==> config.mk <==
export PLATFORM = sky130hd
export DESIGN_NAME = image_select_controller
export DESIGN_NICKNAME = d
export VERILOG_FILES = /design/src/rtl/image_select_controller.sv
export SDC_FILE = /design/constraint.sdc
export NUM_CORES = 1
export LEC_CHECK = 0
export ABC_CLOCK_PERIOD_IN_PS = 3400
export CAP_MARGIN = 15
export CORE_MARGIN = 5
export CORE_UTILIZATION = 35
export CTS_CLUSTER_SIZE = 16
export DETAILED_ROUTE_END_ITERATION = 10
export PLACE_DENSITY = 0.57
export SYNTH_ARGS = -nofsm -noshare
export SYNTH_HDL_FRONTEND = slang
export SYNTH_SLANG_ARGS = --single-unit
==> constraint.sdc <==
create_clock -name i_CLK -period 3.4 [get_ports i_CLK]
set_input_delay 0.34 -clock i_CLK [delete_from_list [all_inputs] [get_ports i_CLK]]
set_output_delay 0.34 -clock i_CLK [all_outputs]
set_load 0.01 [all_outputs]
==> src/rtl/image_select_controller.sv <==
// -----------------------------------------------------------------------------
// image_select_controller
//
// Turns two raw, bouncy, active-low tactile buttons into clean image-selection
// state for a VGA image driver:
//   * "cycle image" steps o_IMAGE_SEL through 0..NUM_IMAGES-1 (wrapping),
//   * "blank display" toggles o_BLANK (image driver outputs black when 1).
//
// Each button runs through a 2-flop synchronizer and an independent debouncer
// (stable-level register + run counter). A press event is a one-cycle pulse
// on the stable level's 1->0 transition; releases produce nothing.
//
// Configuration macro: IMAGE_SELECT_FRAME_SYNC_EN
//   defined   : press events set a saturating pending flag per button; flags
//               are applied only on the cycle i_FRAME_START=1, so the image
//               never changes mid-frame. o_PENDING = registered OR of flags.
//   undefined : i_FRAME_START is ignored, every event is applied on the cycle
//               it occurs, and o_PENDING is tied to 0.
//
// Parameters
//   DEBOUNCE_CYCLES : consecutive stable cycles needed to accept a new level
//   NUM_IMAGES      : number of selectable images, legal range 2..16
//
// Ports
//   i_CLK           : VGA pixel clock, the only clock
//   i_RESET_N       : asynchronous active-low reset
//   i_CYCLE_IMAGE   : raw button, active-low (0 = pressed), asynchronous
//   i_BLANK_DISPLAY : raw button, active-low (0 = pressed), asynchronous
//   i_FRAME_START   : one-cycle pulse at first cycle of vertical blanking
//   o_IMAGE_SEL     : index of the image to render
//   o_BLANK         : force black output when 1
//   o_PENDING       : an accepted press is waiting for the next frame start
// -----------------------------------------------------------------------------
module image_select_controller #(
  parameter int DEBOUNCE_CYCLES = 250000,
  parameter int NUM_IMAGES      = 3
) (
  input  logic                          i_CLK,
  input  logic                          i_RESET_N,
  input  logic                          i_CYCLE_IMAGE,
  input  logic                          i_BLANK_DISPLAY,
  input  logic                          i_FRAME_START,
  output logic [$clog2(NUM_IMAGES)-1:0] o_IMAGE_SEL,
  output logic                          o_BLANK,
  output logic                          o_PENDING
);

  localparam int SEL_W = $clog2(NUM_IMAGES);
  // Counter only has to reach DEBOUNCE_CYCLES-1; keep at least one bit.
  localparam int CNT_W = (DEBOUNCE_CYCLES > 1) ? $clog2(DEBOUNCE_CYCLES) : 1;

  localparam logic [CNT_W-1:0] CNT_MAX = CNT_W'(DEBOUNCE_CYCLES - 1);
  localparam logic [SEL_W-1:0] SEL_MAX = SEL_W'(NUM_IMAGES - 1);

  // Button lane indices into the per-button vectors below.
  localparam int BTN_CYCLE = 0;
  localparam int BTN_BLANK = 1;
  localparam int NUM_BTN   = 2;

  // ---------------------------------------------------------------------------
  // Synchronizer + debouncer state, one lane per button
  // ---------------------------------------------------------------------------
  logic [NUM_BTN-1:0] btn_raw;

  logic [NUM_BTN-1:0] sync1_q,  sync1_d;
  logic [NUM_BTN-1:0] sync2_q,  sync2_d;
  logic [NUM_BTN-1:0] stable_q, stable_d;
  logic [NUM_BTN-1:0] press_q,  press_d;
  logic [CNT_W-1:0]   cnt_q [NUM_BTN];
  logic [CNT_W-1:0]   cnt_d [NUM_BTN];

  // Apply strobes feeding the output registers (one per button).
  logic apply_cycle;
  logic apply_blank;

  logic [SEL_W-1:0] sel_q, sel_d;
  logic             blank_q, blank_d;

  assign btn_raw = {i_BLANK_DISPLAY, i_CYCLE_IMAGE};

  always_comb begin
    // NOTE: every always_comb output gets a default before any branch so no
    // path leaves it unassigned; that is what keeps latches from being inferred.
    sync1_d  = btn_raw;
    sync2_d  = sync1_q;
    stable_d = stable_q;
    press_d  = '0;
    for (int b = 0; b < NUM_BTN; b++) begin
      cnt_d[b] = '0;
      // Counter runs only while the synchronized level disagrees with the
      // accepted level; any agreeing sample restarts the run from zero.
      if (sync2_q[b] != stable_q[b]) begin
        if (cnt_q[b] == CNT_MAX) begin
          stable_d[b] = sync2_q[b];
          // Only the released->pressed (1->0) acceptance is an event.
          press_d[b]  = ~sync2_q[b];
        end else begin
          cnt_d[b] = cnt_q[b] + 1'b1;
        end
      end
    end
  end

  always_ff @(posedge i_CLK or negedge i_RESET_N) begin
    if (!i_RESET_N) begin
      // Buttons idle high, so synchronizers and stable levels reset released.
      sync1_q  <= '1;
      sync2_q  <= '1;
      stable_q <= '1;
      press_q  <= '0;
      for (int b = 0; b < NUM_BTN; b++) begin
        cnt_q[b] <= '0;
      end
    end else begin
      // NOTE: sequential state uses non-blocking assignments so every flop
      // samples the pre-edge values, independent of statement order.
      sync1_q  <= sync1_d;
      sync2_q  <= sync2_d;
      stable_q <= stable_d;
      press_q  <= press_d;
      for (int b = 0; b < NUM_BTN; b++) begin
        cnt_q[b] <= cnt_d[b];
      end
    end
  end

  // ---------------------------------------------------------------------------
  // Apply policy
  // ---------------------------------------------------------------------------
`ifdef IMAGE_SELECT_FRAME_SYNC_EN
  logic cycle_flag_q, cycle_flag_d;
  logic blank_flag_q, blank_flag_d;
  logic pending_q,    pending_d;
  logic cycle_want;
  logic blank_want;

  always_comb begin
    // A press arriving on the frame-start cycle folds straight into this
    // apply; a flag that is already set absorbs extra presses (saturation).
    cycle_want   = cycle_flag_q | press_q[BTN_CYCLE];
    blank_want   = blank_flag_q | press_q[BTN_BLANK];
    apply_cycle  = i_FRAME_START & cycle_want;
    apply_blank  = i_FRAME_START & blank_want;
    cycle_flag_d = i_FRAME_START ? 1'b0 : cycle_want;
    blank_flag_d = i_FRAME_START ? 1'b0 : blank_want;
    pending_d    = cycle_flag_q | blank_flag_q;
  end

  always_ff @(posedge i_CLK or negedge i_RESET_N) begin
    if (!i_RESET_N) begin
      cycle_flag_q <= 1'b0;
      blank_flag_q <= 1'b0;
      pending_q    <= 1'b0;
    end else begin
      cycle_flag_q <= cycle_flag_d;
      blank_flag_q <= blank_flag_d;
      pending_q    <= pending_d;
    end
  end

  assign o_PENDING = pending_q;
`else
  // Frame start has no role when events apply immediately.
  logic unused_frame_start;
  assign unused_frame_start = i_FRAME_START;

  always_comb begin
    apply_cycle = press_q[BTN_CYCLE];
    apply_blank = press_q[BTN_BLANK];
  end

  assign o_PENDING = 1'b0;
`endif

  // ---------------------------------------------------------------------------
  // Output registers: change only on an apply strobe
  // ---------------------------------------------------------------------------
  always_comb begin
    sel_d   = sel_q;
    blank_d = blank_q;
    if (apply_cycle) begin
      sel_d = (sel_q == SEL_MAX) ? '0 : sel_q + 1'b1;
    end
    if (apply_blank) begin
      blank_d = ~blank_q;
    end
  end

  always_ff @(posedge i_CLK or negedge i_RESET_N) begin
    if (!i_RESET_N) begin
      sel_q   <= '0;
      blank_q <= 1'b0;
    end else begin
      sel_q   <= sel_d;
      blank_q <= blank_d;
    end
  end

  assign o_IMAGE_SEL = sel_q;
  assign o_BLANK     = blank_q;

endmodule

==> results by group <==
Yosys
  • Syn_area_per_cell: 10.76 um^2
  • Syn Inst Count: 210
  • Sequential area share after synthesis: 52.38%
  • Ys Warns: 0
  • Number of flops mapped to enable cells by yosys: 0
  • Seq cells post-synth: 47
  • Mapped Area: 2260 um^2
  • Synth async-reset ratio: 100.0%
  • Top cells by area, synth: dfrtp_1 45%, dfstp_2 7.0%, xnor2_1 6.2%
  • Syn nets: around 220
  • Yosys top cell area share: between 40% and 50%
  • Library cells used by synthesis: 37
  • Yosys top cell by area: dfrtp_1
  • Post-synth top flop: dfrtp_1

Layout
  • Fillers: 635
  • Nets: 226
  • Fin area: roughly 2500 um^2
  • # diodes: 0
  • Layout cell share with drive strength beyond 1: a little over a tenth
  • Area grow syn2layout: 9.690%
  • Finished Layout Cells: slightly below 300
  • Core Util, Final: 39.26%

Global routing
  • Vias in the first global route: 1435
  • First-pass GRT wire length: 6975 um
  • GR Overflow Total: 0
  • GRT Overall Usage: between 10% and 20%
  • Antenna violations before repair: 0
  • Largest net degree at the start of global routing: 48

Clocking
  • Reg clk slew, reported paths: approximately 80 ps
  • H-tree depth: 2
  • CTS resizes: 0
  • Longest Clk Path Bufs: 2
  • Clock buffer count from CTS: 5
  • Clock Tree Root: clkbuf_8
  • Cts hold-fix bufs: 0
  • Post-CTS Setup Bufs: 0
  • Clock latency at the later pin of the worst-skew pair: 290 ps
  • Sink Count: 47
  • CTS tree: built

Route
  • Iteration-0 DRC count of the detailed router: roughly 140
  • DR vias/cell: 5.078
  • DRT Pass-1 Iters: 4
  • Detailed-route via count: 1503
  • Post-route DRC violation count: 0
  • Final WL: 3972 um
  • Wire per inst: approximately 13 um
  • Final ANT Viol Nets: 0

Place
  • IO buf count: 6
  • DP HPWL: 2599 um
  • Final Wtd Congestion: 0.7850
  • Placed Area: 2382 um^2
  • Placed cell count: 288

Floorplanning
  • I/O Pins: 9
  • Die area: a little over 8000 um^2
  • Chip height: 90.35 um
  • Core Area: roughly 6300 um^2
  • Starting density of the core: 35.79%
  • Die Wd: 90.35 um
  • # rows: 29

Critical path
  • Crit path required time: 3540 ps
  • Setup CP Type: reg -> reg
  • Kind of cell adding the most delay to the critical path: compound AO/OA/AOI/OAI gates
  • CP max stage delay: 1000 ps
  • CP Data Arrival Time: 2450 ps
  • Max stage delay cell, worst path: o41ai_4
  • CP max FO: 17
  • Category of the worst setup path capture point: flip-flop
  • Startpoint Class: flip-flop
  • Cell Chain, Critical Path: ha_1, nand4_1, o41ai_4, nor2_1
  • Worst Path Buf+Inv: 0

Min path
  • Worst min path class: in -> async

Timing
  • Hold Slack: ~21 ps
  • Crit share post-route: 67.76%
  • Total negative setup slack: 0 ps
  • RSZ-0062 raised after global routing: false
  • Upper clock frequency limit: 434.1 MHz
  • Hold Vio Cnt, Final: 0
  • Layout Skew: just over 4 ps
  • Final min period: roughly 2300 ps
  • Finish-stage setup viols: 0
  • Worst slew margin: 38.06%
  • Max Slew Vio Count: 0
  • Slew at the pin closest to its max-slew limit: 926.0 ps

Power and ir drop
  • Worst VDD drop: 0.1400 mV
  • Leakage power: 1.017 nW
  • Total power density per cell area: 374.7 nW/um^2

Outcome
  • Status: finished, final reports clean

Flow run
  • Total of max-cap violations: 0
-- flip-flops by register name (all words and copies together) (netlist names) --
| signal | count |
|---|---|
| cnt_q | 36 |
| o_BLANK | 1 |
| o_IMAGE_SEL | 2 |
| press_q | 2 |
| stable_q | 2 |
| sync1_q | 2 |
| sync2_q | 2 |
-- synth_stat cells (all sizes together), types with 3 or more instances --
library cell,instances
dfstp,6
nand3,14
and3,3
nor3,3
xnor2,16
o21ai,3
nor4,8
xor2,15
nand2,12
buf,3
dfrtp,41
nor2,35
a21oi,4
nand4,12
or4,6
and4,5
nand2b,3
-- cell type report --
type                            count  area [um^2]  area share [%]
Sequential cell                    47         1184           47.75
Multi-Input combinational cell    156         1040           41.95
Tap cell                           77        96.34           3.887
Clock buffer                        7        76.32           3.079
Timing Repair Buffer                7        75.07           3.029
Inverter                            2        7.507          0.3029
-- kinds of logic (layout without fill, tap and decap cells) --
group | Yosys count | in the layout | synth area share (%)
AOI/OAI and AO/OA | 11 | 11 | 4.651
xor gates and xnor gates | 31 | 31 | 12.02
adders and majority gates | 2 | 2 | 1.107
buffers and inverters | 7 | 16 | 1.605
DFF | 47 | 47 | 52.38
muxes | 3 | 3 | 1.772
other | 1 | 1 | 0.1660
and+or+nand+nor | 108 | 108 | 26.30
-- routing by layer --
layer  global-route usage [%]  share of wire (%)  up-vias
li1                         -                  -      758
met1                    15.47                 55      711
met2                    13.90                 39       27
met3                    2.833                4.1        7
met4                    4.467                2.0        0
met5                        0                  0        -
-- path summary, 6_finish.rpt --
path | endpoint | slack, ps | start | depth (start not counted)
worst max-delay path | cnt_q[2] | 1100 | cnt_q[0] | 4
worst min-delay path | cnt_q[11] | 20 | i_RESET_N | 1
worst max register to register | cnt_q[2] | 1100 | cnt_q[0] | 4
worst min register to register | sync2_q[0] | 360 | sync1_q[0] | 0
max in group asynchronous | sync1_q[1] | 2790 | i_RESET_N | 2
min in group i_CLK | sync2_q[0] | 360 | sync1_q[0] | 0
-- where the power goes --
part	switching [mW]	leakage, nW	internal, mW
clock	0.172	0.0383	0.142
sequential	0.00799	0.631	0.569
combinational	0.0245	0.349	0.0133
-- metrics by stage --
step / worst slack (ps) / power (mW)
4_1_cts: 1082 / 0.9456
3_3_place_gp: 1093 / 0.6234
5_1_grt: 895.7 / 0.9766
2_1_floorplan: 1556 / 0.6053
6_report: 1096 / 0.9288
3_5_place_dp: 1092 / 0.6242
-- cells in the final DEF, fill, tap and decap left out, types with 5 or more instances in the layout --
cell / synthesis / routed
nor4_1: 8 / 8
xor2_1: 15 / 15
nor2_1: 35 / 35
nand3_1: 14 / 14
nand2_1: 12 / 12
xnor2_1: 16 / 16
clkdlybuf4s50_1: 0 / 5
nand4_1: 11 / 11
clkbuf_8: 0 / 5
dfstp_2: 6 / 6
dfrtp_1: 41 / 41
(Power assumes the default switching activity.)
